### config.mk
export PLATFORM = sky130hd
export DESIGN_NAME = disparity_scan_ctrl_flat
export DESIGN_NICKNAME = d
export VERILOG_FILES = /design/src/rtl/disparity_scan_ctrl_if.sv /design/src/rtl/disparity_scan_ctrl.sv /design/src/flat_wrapper.sv
export SDC_FILE = /design/constraint.sdc
export NUM_CORES = 1
export LEC_CHECK = 0
export BUFFER_PORTS_ARGS = -buffer_cell sky130_fd_sc_hd__buf_2
export CAP_MARGIN = 0
export CORE_MARGIN = 2
export CORE_UTILIZATION = 52
export CTS_CLUSTER_SIZE = 12
export DETAILED_ROUTE_END_ITERATION = 10
export HOLD_SLACK_MARGIN = 0.12
export PLACE_DENSITY_LB_ADDON = 0.2
export SLEW_MARGIN = 10
export SYNTH_ARGS = -nofsm -noshare
export SYNTH_HDL_FRONTEND = slang
export SYNTH_SLANG_ARGS = --single-unit
### constraint.sdc
create_clock -name clk_100mhz -period 7.5 [get_ports clk_100mhz]
set_input_delay 1.125 -clock clk_100mhz [delete_from_list [all_inputs] [get_ports clk_100mhz]]
set_output_delay 1.125 -clock clk_100mhz [all_outputs]
set_load 0.01 [all_outputs]
### src/rtl/disparity_scan_ctrl_if.sv
// disparity_scan_ctrl_if: start/status, window-memory read port and result
// handshake of the disparity scan controller. The controller uses the master
// modport; the memories/writer side (or a bench) uses the slave modport.
interface disparity_scan_ctrl_if #(
    parameter int IMG_W    = 320,
    parameter int IMG_H    = 40,
    parameter int MAX_DISP = 16
);
    localparam int HW = $clog2(IMG_W) + 1;
    localparam int VW = $clog2(IMG_H) + 1;
    localparam int DW = $clog2(MAX_DISP + 1);

    logic          start;
    logic          busy;
    logic          done;
    logic [HW-1:0] left_hcount;
    logic [VW-1:0] left_vcount;
    logic [HW-1:0] right_hcount;
    logic [VW-1:0] right_vcount;
    logic          rd_valid;
    logic [47:0]   left_win;
    logic [47:0]   right_win;
    logic          disp_valid;
    logic          disp_ready;
    logic [HW-1:0] disp_h;
    logic [VW-1:0] disp_v;
    logic [DW-1:0] disp;
    logic [10:0]   disp_cost;

    modport master (
        input  start, left_win, right_win, disp_ready,
        output busy, done, left_hcount, left_vcount, right_hcount, right_vcount,
               rd_valid, disp_valid, disp_h, disp_v, disp, disp_cost
    );

    modport slave (
        output start, left_win, right_win, disp_ready,
        input  busy, done, left_hcount, left_vcount, right_hcount, right_vcount,
               rd_valid, disp_valid, disp_h, disp_v, disp, disp_cost
    );
endinterface

### src/rtl/disparity_scan_ctrl.sv
// disparity_scan_ctrl: per left pixel, sweeps candidate disparities
// d = 0..min(MAX_DISP,h), reads left (h,v) and right (h-d,v) windows, sums
// absolute byte differences (SAD) and keeps the first strict minimum, then
// hands out one result per pixel in raster order.
// Optional feature macro: DISP_THRESH_EN -- when defined, a pixel whose best
// SAD exceeds COST_THRESH reports disp = all ones (cost still reported).
// Assumes MAX_DISP < IMG_W so disparity counts fit the column width.
module disparity_scan_ctrl #(
    parameter int IMG_W       = 320,
    parameter int IMG_H       = 40,
    parameter int MAX_DISP    = 16,
    parameter int RD_LAT      = 2,
    parameter int COST_THRESH = 300
) (
    input  logic                  clk_100mhz,
    input  logic                  sys_rst,
    disparity_scan_ctrl_if.master bus
);
    localparam int HW = $clog2(IMG_W) + 1;
    localparam int VW = $clog2(IMG_H) + 1;
    localparam int DW = $clog2(MAX_DISP + 1);
    localparam int CW = $clog2(RD_LAT) + 1;

`ifdef DISP_THRESH_EN
    localparam bit THRESH_EN = 1'b1;
`else
    localparam bit THRESH_EN = 1'b0;
`endif

    typedef enum logic [2:0] {
        S_IDLE,
        S_SWEEP,
        S_DRAIN,
        S_OUT,
        S_DONE
    } state_t;

    state_t        state_q, state_d;
    logic [HW-1:0] h_q, h_d;
    logic [VW-1:0] v_q, v_d;
    logic [DW-1:0] dcnt_q, dcnt_d;
    logic [CW-1:0] cnt_q, cnt_d;
    logic          busy_q, busy_d;
    logic          done_q, done_d;
    logic          rd_valid_q, rd_valid_d;
    logic [HW-1:0] lh_q, lh_d;
    logic [VW-1:0] lv_q, lv_d;
    logic [HW-1:0] rh_q, rh_d;
    logic [VW-1:0] rv_q, rv_d;
    logic          disp_valid_q, disp_valid_d;
    logic [HW-1:0] disp_h_q, disp_h_d;
    logic [VW-1:0] disp_v_q, disp_v_d;
    logic [DW-1:0] disp_val_q, disp_val_d;
    logic [10:0]   disp_cost_q, disp_cost_d;
    logic [10:0]   min_cost_q, min_cost_d;
    logic [DW-1:0] best_disp_q, best_disp_d;

    // Read tags: each issued address carries {valid, d} down an RD_LAT-deep
    // shift register so it lines up with the window data it produced.
    for (genvar gi = 0; gi < RD_LAT; gi++) begin : g_pipe
        logic          stg_valid_q;
        logic [DW-1:0] stg_disp_q;
        logic          stg_valid_d;
        logic [DW-1:0] stg_disp_d;
        if (gi == 0) begin : g_src
            assign stg_valid_d = rd_valid_q;
            assign stg_disp_d  = dcnt_q;
        end else begin : g_shift
            assign stg_valid_d = g_pipe[gi-1].stg_valid_q;
            assign stg_disp_d  = g_pipe[gi-1].stg_disp_q;
        end
        // Advance one tag stage; reset discards reads in flight.
        always_ff @(posedge clk_100mhz) begin
            if (!sys_rst) begin
                stg_valid_q <= 1'b0;
                stg_disp_q  <= '0;
            end else begin
                stg_valid_q <= stg_valid_d;
                stg_disp_q  <= stg_disp_d;
            end
        end
    end

    logic          cand_valid;
    logic [DW-1:0] cand_disp;
    assign cand_valid = g_pipe[RD_LAT-1].stg_valid_q;
    assign cand_disp  = g_pipe[RD_LAT-1].stg_disp_q;

    // Per-byte absolute differences of the returning windows.
    logic [47:0] absd_flat;
    for (genvar gi = 0; gi < 6; gi++) begin : g_absd
        logic [7:0] l_byte;
        logic [7:0] r_byte;
        assign l_byte = bus.left_win[gi*8 +: 8];
        assign r_byte = bus.right_win[gi*8 +: 8];
        assign absd_flat[gi*8 +: 8] = (l_byte > r_byte) ? (l_byte - r_byte) : (r_byte - l_byte);
    end

    logic [10:0] sad;
    // Sum the six byte differences; 6*255 fits in 11 bits, no saturation.
    always_comb begin
        sad = '0;
        for (int i = 0; i < 6; i++) begin
            sad = sad + 11'(absd_flat[i*8 +: 8]);
        end
    end

    logic          take;
    logic [10:0]   min_cost_next;
    logic [DW-1:0] best_disp_next;
    logic          reject;
    // Running minimum: d==0 is always the first candidate of a sweep and
    // reloads the minimum; later ones replace it only when strictly cheaper.
    always_comb begin
        take           = cand_valid && ((cand_disp == '0) || (sad < min_cost_q));
        min_cost_next  = take ? sad : min_cost_q;
        best_disp_next = take ? cand_disp : best_disp_q;
        reject         = THRESH_EN && (min_cost_next > 11'(COST_THRESH));
    end

    logic [HW-1:0] dmax;
    logic [DW-1:0] dcnt_inc;
    logic [HW-1:0] h_inc;
    logic [VW-1:0] v_inc;
    logic          last_pix;
    // Next-state and next-output logic of the scan sequencer.
    always_comb begin
        state_d      = state_q;
        h_d          = h_q;
        v_d          = v_q;
        dcnt_d       = dcnt_q;
        cnt_d        = cnt_q;
        busy_d       = busy_q;
        done_d       = 1'b0;
        rd_valid_d   = rd_valid_q;
        lh_d         = lh_q;
        lv_d         = lv_q;
        rh_d         = rh_q;
        rv_d         = rv_q;
        disp_valid_d = disp_valid_q;
        disp_h_d     = disp_h_q;
        disp_v_d     = disp_v_q;
        disp_val_d   = disp_val_q;
        disp_cost_d  = disp_cost_q;
        min_cost_d   = min_cost_next;
        best_disp_d  = best_disp_next;

        dmax     = (h_q < HW'(MAX_DISP)) ? h_q : HW'(MAX_DISP);
        dcnt_inc = dcnt_q + 1'b1;
        last_pix = (h_q == HW'(IMG_W - 1)) && (v_q == VW'(IMG_H - 1));
        if (h_q == HW'(IMG_W - 1)) begin
            h_inc = '0;
            v_inc = v_q + 1'b1;
        end else begin
            h_inc = h_q + 1'b1;
            v_inc = v_q;
        end

        case (state_q)
            S_IDLE: begin
                if (bus.start) begin
                    state_d    = S_SWEEP;
                    h_d        = '0;
                    v_d        = '0;
                    dcnt_d     = '0;
                    busy_d     = 1'b1;
                    rd_valid_d = 1'b1;
                    lh_d       = '0;
                    lv_d       = '0;
                    rh_d       = '0;
                    rv_d       = '0;
                end
            end
            S_SWEEP: begin
                if (HW'(dcnt_q) == dmax) begin
                    state_d    = S_DRAIN;
                    cnt_d      = '0;
                    rd_valid_d = 1'b0;
                end else begin
                    dcnt_d = dcnt_inc;
                    rh_d   = h_q - HW'(dcnt_inc);
                end
            end
            S_DRAIN: begin
                // Last DRAIN cycle sees the final candidate; publish result.
                if (cnt_q == CW'(RD_LAT - 1)) begin
                    state_d      = S_OUT;
                    disp_valid_d = 1'b1;
                    disp_h_d     = h_q;
                    disp_v_d     = v_q;
                    disp_cost_d  = min_cost_next;
                    disp_val_d   = reject ? '1 : best_disp_next;
                end else begin
                    cnt_d = cnt_q + 1'b1;
                end
            end
            S_OUT: begin
                if (bus.disp_ready) begin
                    disp_valid_d = 1'b0;
                    if (last_pix) begin
                        state_d = S_DONE;
                        busy_d  = 1'b0;
                        done_d  = 1'b1;
                    end else begin
                        state_d    = S_SWEEP;
                        h_d        = h_inc;
                        v_d        = v_inc;
                        dcnt_d     = '0;
                        rd_valid_d = 1'b1;
                        lh_d       = h_inc;
                        lv_d       = v_inc;
                        rh_d       = h_inc;
                        rv_d       = v_inc;
                    end
                end
            end
            S_DONE: begin
                state_d = S_IDLE;
            end
            default: begin
                state_d = S_IDLE;
            end
        endcase
    end

    // Sequencer state and all registered outputs.
    always_ff @(posedge clk_100mhz) begin
        if (!sys_rst) begin
            state_q      <= S_IDLE;
            h_q          <= '0;
            v_q          <= '0;
            dcnt_q       <= '0;
            cnt_q        <= '0;
            busy_q       <= 1'b0;
            done_q       <= 1'b0;
            rd_valid_q   <= 1'b0;
            lh_q         <= '0;
            lv_q         <= '0;
            rh_q         <= '0;
            rv_q         <= '0;
            disp_valid_q <= 1'b0;
            disp_h_q     <= '0;
            disp_v_q     <= '0;
            disp_val_q   <= '0;
            disp_cost_q  <= '0;
            min_cost_q   <= '0;
            best_disp_q  <= '0;
        end else begin
            state_q      <= state_d;
            h_q          <= h_d;
            v_q          <= v_d;
            dcnt_q       <= dcnt_d;
            cnt_q        <= cnt_d;
            busy_q       <= busy_d;
            done_q       <= done_d;
            rd_valid_q   <= rd_valid_d;
            lh_q         <= lh_d;
            lv_q         <= lv_d;
            rh_q         <= rh_d;
            rv_q         <= rv_d;
            disp_valid_q <= disp_valid_d;
            disp_h_q     <= disp_h_d;
            disp_v_q     <= disp_v_d;
            disp_val_q   <= disp_val_d;
            disp_cost_q  <= disp_cost_d;
            min_cost_q   <= min_cost_d;
            best_disp_q  <= best_disp_d;
        end
    end

    assign bus.busy         = busy_q;
    assign bus.done         = done_q;
    assign bus.rd_valid     = rd_valid_q;
    assign bus.left_hcount  = lh_q;
    assign bus.left_vcount  = lv_q;
    assign bus.right_hcount = rh_q;
    assign bus.right_vcount = rv_q;
    assign bus.disp_valid   = disp_valid_q;
    assign bus.disp_h       = disp_h_q;
    assign bus.disp_v       = disp_v_q;
    assign bus.disp         = disp_val_q;
    assign bus.disp_cost    = disp_cost_q;
endmodule

### src/flat_wrapper.sv
// flat-port wrapper written by rule: the top's interface ports become plain ports
module disparity_scan_ctrl_flat 
#(
    parameter int IMG_W       = 320,
    parameter int IMG_H       = 40,
    parameter int MAX_DISP    = 16,
    parameter int RD_LAT      = 2,
    parameter int COST_THRESH = 300
)
  (clk_100mhz, sys_rst, bus_start, bus_left_win, bus_right_win, bus_disp_ready, bus_busy, bus_done, bus_left_hcount, bus_left_vcount, bus_right_hcount, bus_right_vcount, bus_rd_valid, bus_disp_valid, bus_disp_h, bus_disp_v, bus_disp, bus_disp_cost);
  disparity_scan_ctrl_if #(.IMG_W(IMG_W), .IMG_H(IMG_H), .MAX_DISP(MAX_DISP)) bus_i ();
  input  logic clk_100mhz;
  input  logic sys_rst;
  input wire logic [$bits(bus_i.start)-1:0] bus_start;
  input wire logic [$bits(bus_i.left_win)-1:0] bus_left_win;
  input wire logic [$bits(bus_i.right_win)-1:0] bus_right_win;
  input wire logic [$bits(bus_i.disp_ready)-1:0] bus_disp_ready;
  output wire logic [$bits(bus_i.busy)-1:0] bus_busy;
  output wire logic [$bits(bus_i.done)-1:0] bus_done;
  output wire logic [$bits(bus_i.left_hcount)-1:0] bus_left_hcount;
  output wire logic [$bits(bus_i.left_vcount)-1:0] bus_left_vcount;
  output wire logic [$bits(bus_i.right_hcount)-1:0] bus_right_hcount;
  output wire logic [$bits(bus_i.right_vcount)-1:0] bus_right_vcount;
  output wire logic [$bits(bus_i.rd_valid)-1:0] bus_rd_valid;
  output wire logic [$bits(bus_i.disp_valid)-1:0] bus_disp_valid;
  output wire logic [$bits(bus_i.disp_h)-1:0] bus_disp_h;
  output wire logic [$bits(bus_i.disp_v)-1:0] bus_disp_v;
  output wire logic [$bits(bus_i.disp)-1:0] bus_disp;
  output wire logic [$bits(bus_i.disp_cost)-1:0] bus_disp_cost;
  assign bus_i.start = bus_start;
  assign bus_i.left_win = bus_left_win;
  assign bus_i.right_win = bus_right_win;
  assign bus_i.disp_ready = bus_disp_ready;
  assign bus_busy = bus_i.busy;
  assign bus_done = bus_i.done;
  assign bus_left_hcount = bus_i.left_hcount;
  assign bus_left_vcount = bus_i.left_vcount;
  assign bus_right_hcount = bus_i.right_hcount;
  assign bus_right_vcount = bus_i.right_vcount;
  assign bus_rd_valid = bus_i.rd_valid;
  assign bus_disp_valid = bus_i.disp_valid;
  assign bus_disp_h = bus_i.disp_h;
  assign bus_disp_v = bus_i.disp_v;
  assign bus_disp = bus_i.disp;
  assign bus_disp_cost = bus_i.disp_cost;
  disparity_scan_ctrl #(.IMG_W(IMG_W), .IMG_H(IMG_H), .MAX_DISP(MAX_DISP), .RD_LAT(RD_LAT), .COST_THRESH(COST_THRESH)) u_core (.clk_100mhz(clk_100mhz), .sys_rst(sys_rst), .bus(bus_i));
endmodule
==> metrics.md <==
| Metric | Value |
|---|---|
| R2R cell count | `7` |
| Yosys cell types | `79` |
| Kind of cell adding the most delay to the critical path | `adder cells` |
| Synth top area cells | `dfxtp_1 21%, ha_1 17%, fa_1 7.8%` |
| Avg Inst Size Synth | `8.20 µm²` |
| Starting DRT DRC Count | `397` |
| Root buf cell | `clkbuf_16` |
| Hold path depth | `1` |
| Commonest non-fill, non-tap cell in the layout | `buf_2` |
| Endpoints failing setup | `32` |
| Chip height | `141 µm` |
| Hold WC Path Type | `reg -> reg` |
| Final wirelength | `23700 µm` |
| Most frequent cells in the layout | `169 x buf_2, 161 x inv_1, 122 x ha_1, 103 x a21oi_1, 102 x dfxtp_1` |
| Area Growth Syn to Fin | `25.8%` |
| Violated checks | `negative setup slack` |
| Worst slew pin tran | `1.07 ns` |
| Filler instances | `1512` |
| Hold buffers post-CTS | `0` |
| Final global-route overflow total | `0` |
| Delay of the slowest critical-path stage | `0.53 ns` |
| Sequential fraction of the synthesis area | `21.0%` |
| Seq cells post-synth | `102` |
| Yosys top cell by area | `dfxtp_1` |
| H-tree Lvls | `3` |
| Die area | `19800 µm²` |
| Routed vias | `8838` |
| CTS Buf Count | `9` |
| CP Buf/Inv Count | `6` |
| First-pass GRT wire length | `39000 µm` |
| Placer Congestion | `0.860` |
| Number of global-route vias before repair | `8453` |
| Antenna violations before repair | `0` |
| CTS max path bufs | `2` |
| Setup slack, reg-to-reg | `4.87 ns` |
| Wire length per cell | `14.4 µm` |
| Pin count of the biggest net entering global routing | `57` |
| Critical path data arrival time | `8.11 ns` |
| Reg-to-Reg Start | `u_core.h_q[6]` |
| Row cnt | `49` |
| Core Footprint | `18100 µm²` |
| Area share of the largest cell type after synthesis | `21.0%` |
| Hold endpoint | `u_core.cand_disp[0]` |
| Post-DRT Antenna Nets | `0` |
| Critical R2R Capture | `u_core.bus.right_hcount[3]` |
| Total number of yosys warnings | `0` |
| Ys flop type | `dfxtp_1` |
| Max stage delay cell, worst path | `fa_1` |
| I/O Pins | `171` |
| Initial core utilization | `53.5%` |
| Layout cell share with drive strength beyond 1 | `27.2%` |
| Unrepaired setup endpoints after global routing | `yes` |
| Initial DRT Pass Iterations | `5` |
| Max Slew Vio Count | `0` |
| Clk slew on worst S/H paths | `0.07 ns` |
| Worst-path maximum fanout | `5` |
| TritonCTS Sinks | `102` |
| Number of synthesized flops with an enable pin | `0` |
| Final hold violation count | `0` |
| GRT Util Overall | `23.5%` |
| CP required | `7.73 ns` |
| Status | `finished, violations left` |
| Clk_skew | `0.00707 ns` |
| Cells after Synth | `1184` |
| Port buffer count | `170` |
| Final critical-path required period | `7.88 ns` |
| Fmax | `127 MHz` |
| Post-Syn Area | `9710 µm²` |
| Max Cap Viol | `0` |
| Ys async rst share | `0%` |
| CTS tree | `built` |
| Crit path capture type | `flip-flop` |
| Post-route clock period utilization | `105%` |
| Clock Latency Late Sink | `0.35 ns` |
| Startpoint class of the critical path | `input pin` |
| Die Width | `141 µm` |
| Worst setup path category | `in -> reg` |
| Max-slew headroom | `28.3%` |
| DRC | `0` |
| Syn Nets | `1452` |
| Worst Setup Slack, final | `-0.376 ns` |
| Vias per cell | `5.37` |
| Detailed Place HPWL | `18000 µm` |
| Final nets | `1679` |
| ANT cells | `0` |
| Hold_sp | `u_core.g_pipe[0].stg_disp_q[0]` |
| Pre-CTS worst setup slack | `-0.760 ns` |
[worst reg2reg max path, stage by stage, from the launching register on]
cell	delay [ns]
dfxtp_1	0.46
nor3_2	0.40
nand2_1	0.15
a2111oi_2	0.37
o21ai_2	0.20
o21ai_4	0.59
o21bai_1	0.24
a21oi_1	0.08
[timing repair]
action	4_1_cts	5_1_grt
pin swaps	7	39
hold endpoints to repair	0	0
setup endpoints to repair	32	32
buffers inserted	11	4
gates cloned	2	1
gates resized for setup	20	51
[worst max-delay path by stage]
stage                               start                 endpoint  slack, ns  cells after the start
final                     bus_left_win[8]  u_core.bus.disp_cost[2]      -0.38                     34
after CTS                 bus_left_win[8]     u_core.min_cost_q[6]      -0.31                     32
after global routing      bus_left_win[8]  u_core.bus.disp_cost[2]      -0.67                     34
after floorplan           bus_left_win[8]       u_core.bus.disp[1]      -0.17                     32
after global placement    bus_left_win[8]  u_core.bus.disp_cost[9]      -0.55                     32
after detailed placement  bus_left_win[8]  u_core.bus.disp_cost[3]      -0.76                     33
[cells in the mapped netlist, types with 8 or more instances]
cell type  number
nand2_1        91
ha_1          130
clkbuf_1       27
and2_1         16
nor2_1         66
buf_4          10
a21oi_1       116
nor2b_1        12
nand2b_1       14
xnor2_1        35
a21o_1         27
fa_1           38
mux2_2         12
dfxtp_1       102
xor2_1         28
mux2i_1        35
nand3_1        32
o21ai_0        52
inv_1         167
nand4_1        13
a211oi_1        8
nor3_1         13
buf_2           9
[logic make-up (layout without fill, tap and decap cells)]
kind of cell / count (synthesis) / in the layout / synth area share, %
simple gates: 296 / 296 / 15.1
compound gates: 290 / 290 / 19.4
buf+inv: 216 / 448 / 8.88
fa+ha+maj: 168 / 168 / 24.6
flops: 102 / 102 / 21.0
xor+xnor: 63 / 63 / 5.68
mux: 49 / 49 / 5.31
[sequential cells by signal, summed over array words and instances (netlist names)]
signal	count
u_core.bus.disp_cost	11
u_core.min_cost_q	11
u_core.bus.disp_h	10
u_core.bus.right_hcount	10
u_core.h_q	10
u_core.bus.disp_v	7
u_core.v_q	7
u_core.best_disp_q	5
u_core.bus.disp	5
u_core.cand_disp	5
u_core.dcnt_q	5
u_core.g_pipe.stg_disp_q	5
u_core.state_q	3
u_core.cnt_q	2
u_core.bus.busy	1
u_core.bus.disp_valid	1
u_core.bus.done	1
u_core.bus.rd_valid	1
u_core.cand_valid	1
u_core.g_pipe.stg_valid_q	1
[layer usage]
metal	routed length [µm]	GRT usage, %
met5	0	0
met1	10800	31.4
met2	11500	39.5
met4	369	5.89
met3	1020	4.01
[stage by stage]
stage | instances | area [µm²] | hold slack, ns | util [%] | setup TNS (ns)
CTS | 1640 | 11900 | 0.441 | 65.5 | -8.87
global route | 1645 | 12200 | 0.452 | 67.3 | -19.77
global placement | 1611 | 11400 | 0.416 | 62.6 | -16.98
finish | 1645 | 12200 | 0.439 | 67.3 | -10.46
detailed placement | 1611 | 11400 | 0.425 | 62.6 | -21.54
floorplan | 1184 | 9860 | 0.412 | - | -4.32
[cell type report]
cell class | instances | area, µm² | share of cell area (%)
Timing Repair Buffer | 265 | 1670 | 13.7
Clock inverter | 5 | 67.6 | 0.553
Inverter | 167 | 642 | 5.25
Multi-Input combinational cell | 866 | 7270 | 59.5
Tap cell | 229 | 287 | 2.35
Sequential cell | 102 | 2040 | 16.7
Clock buffer | 11 | 233 | 1.91
Power is left out: the tool's default activity adds up to more than one toggle a clock period on the data nets, which glitch-free logic cannot reach.
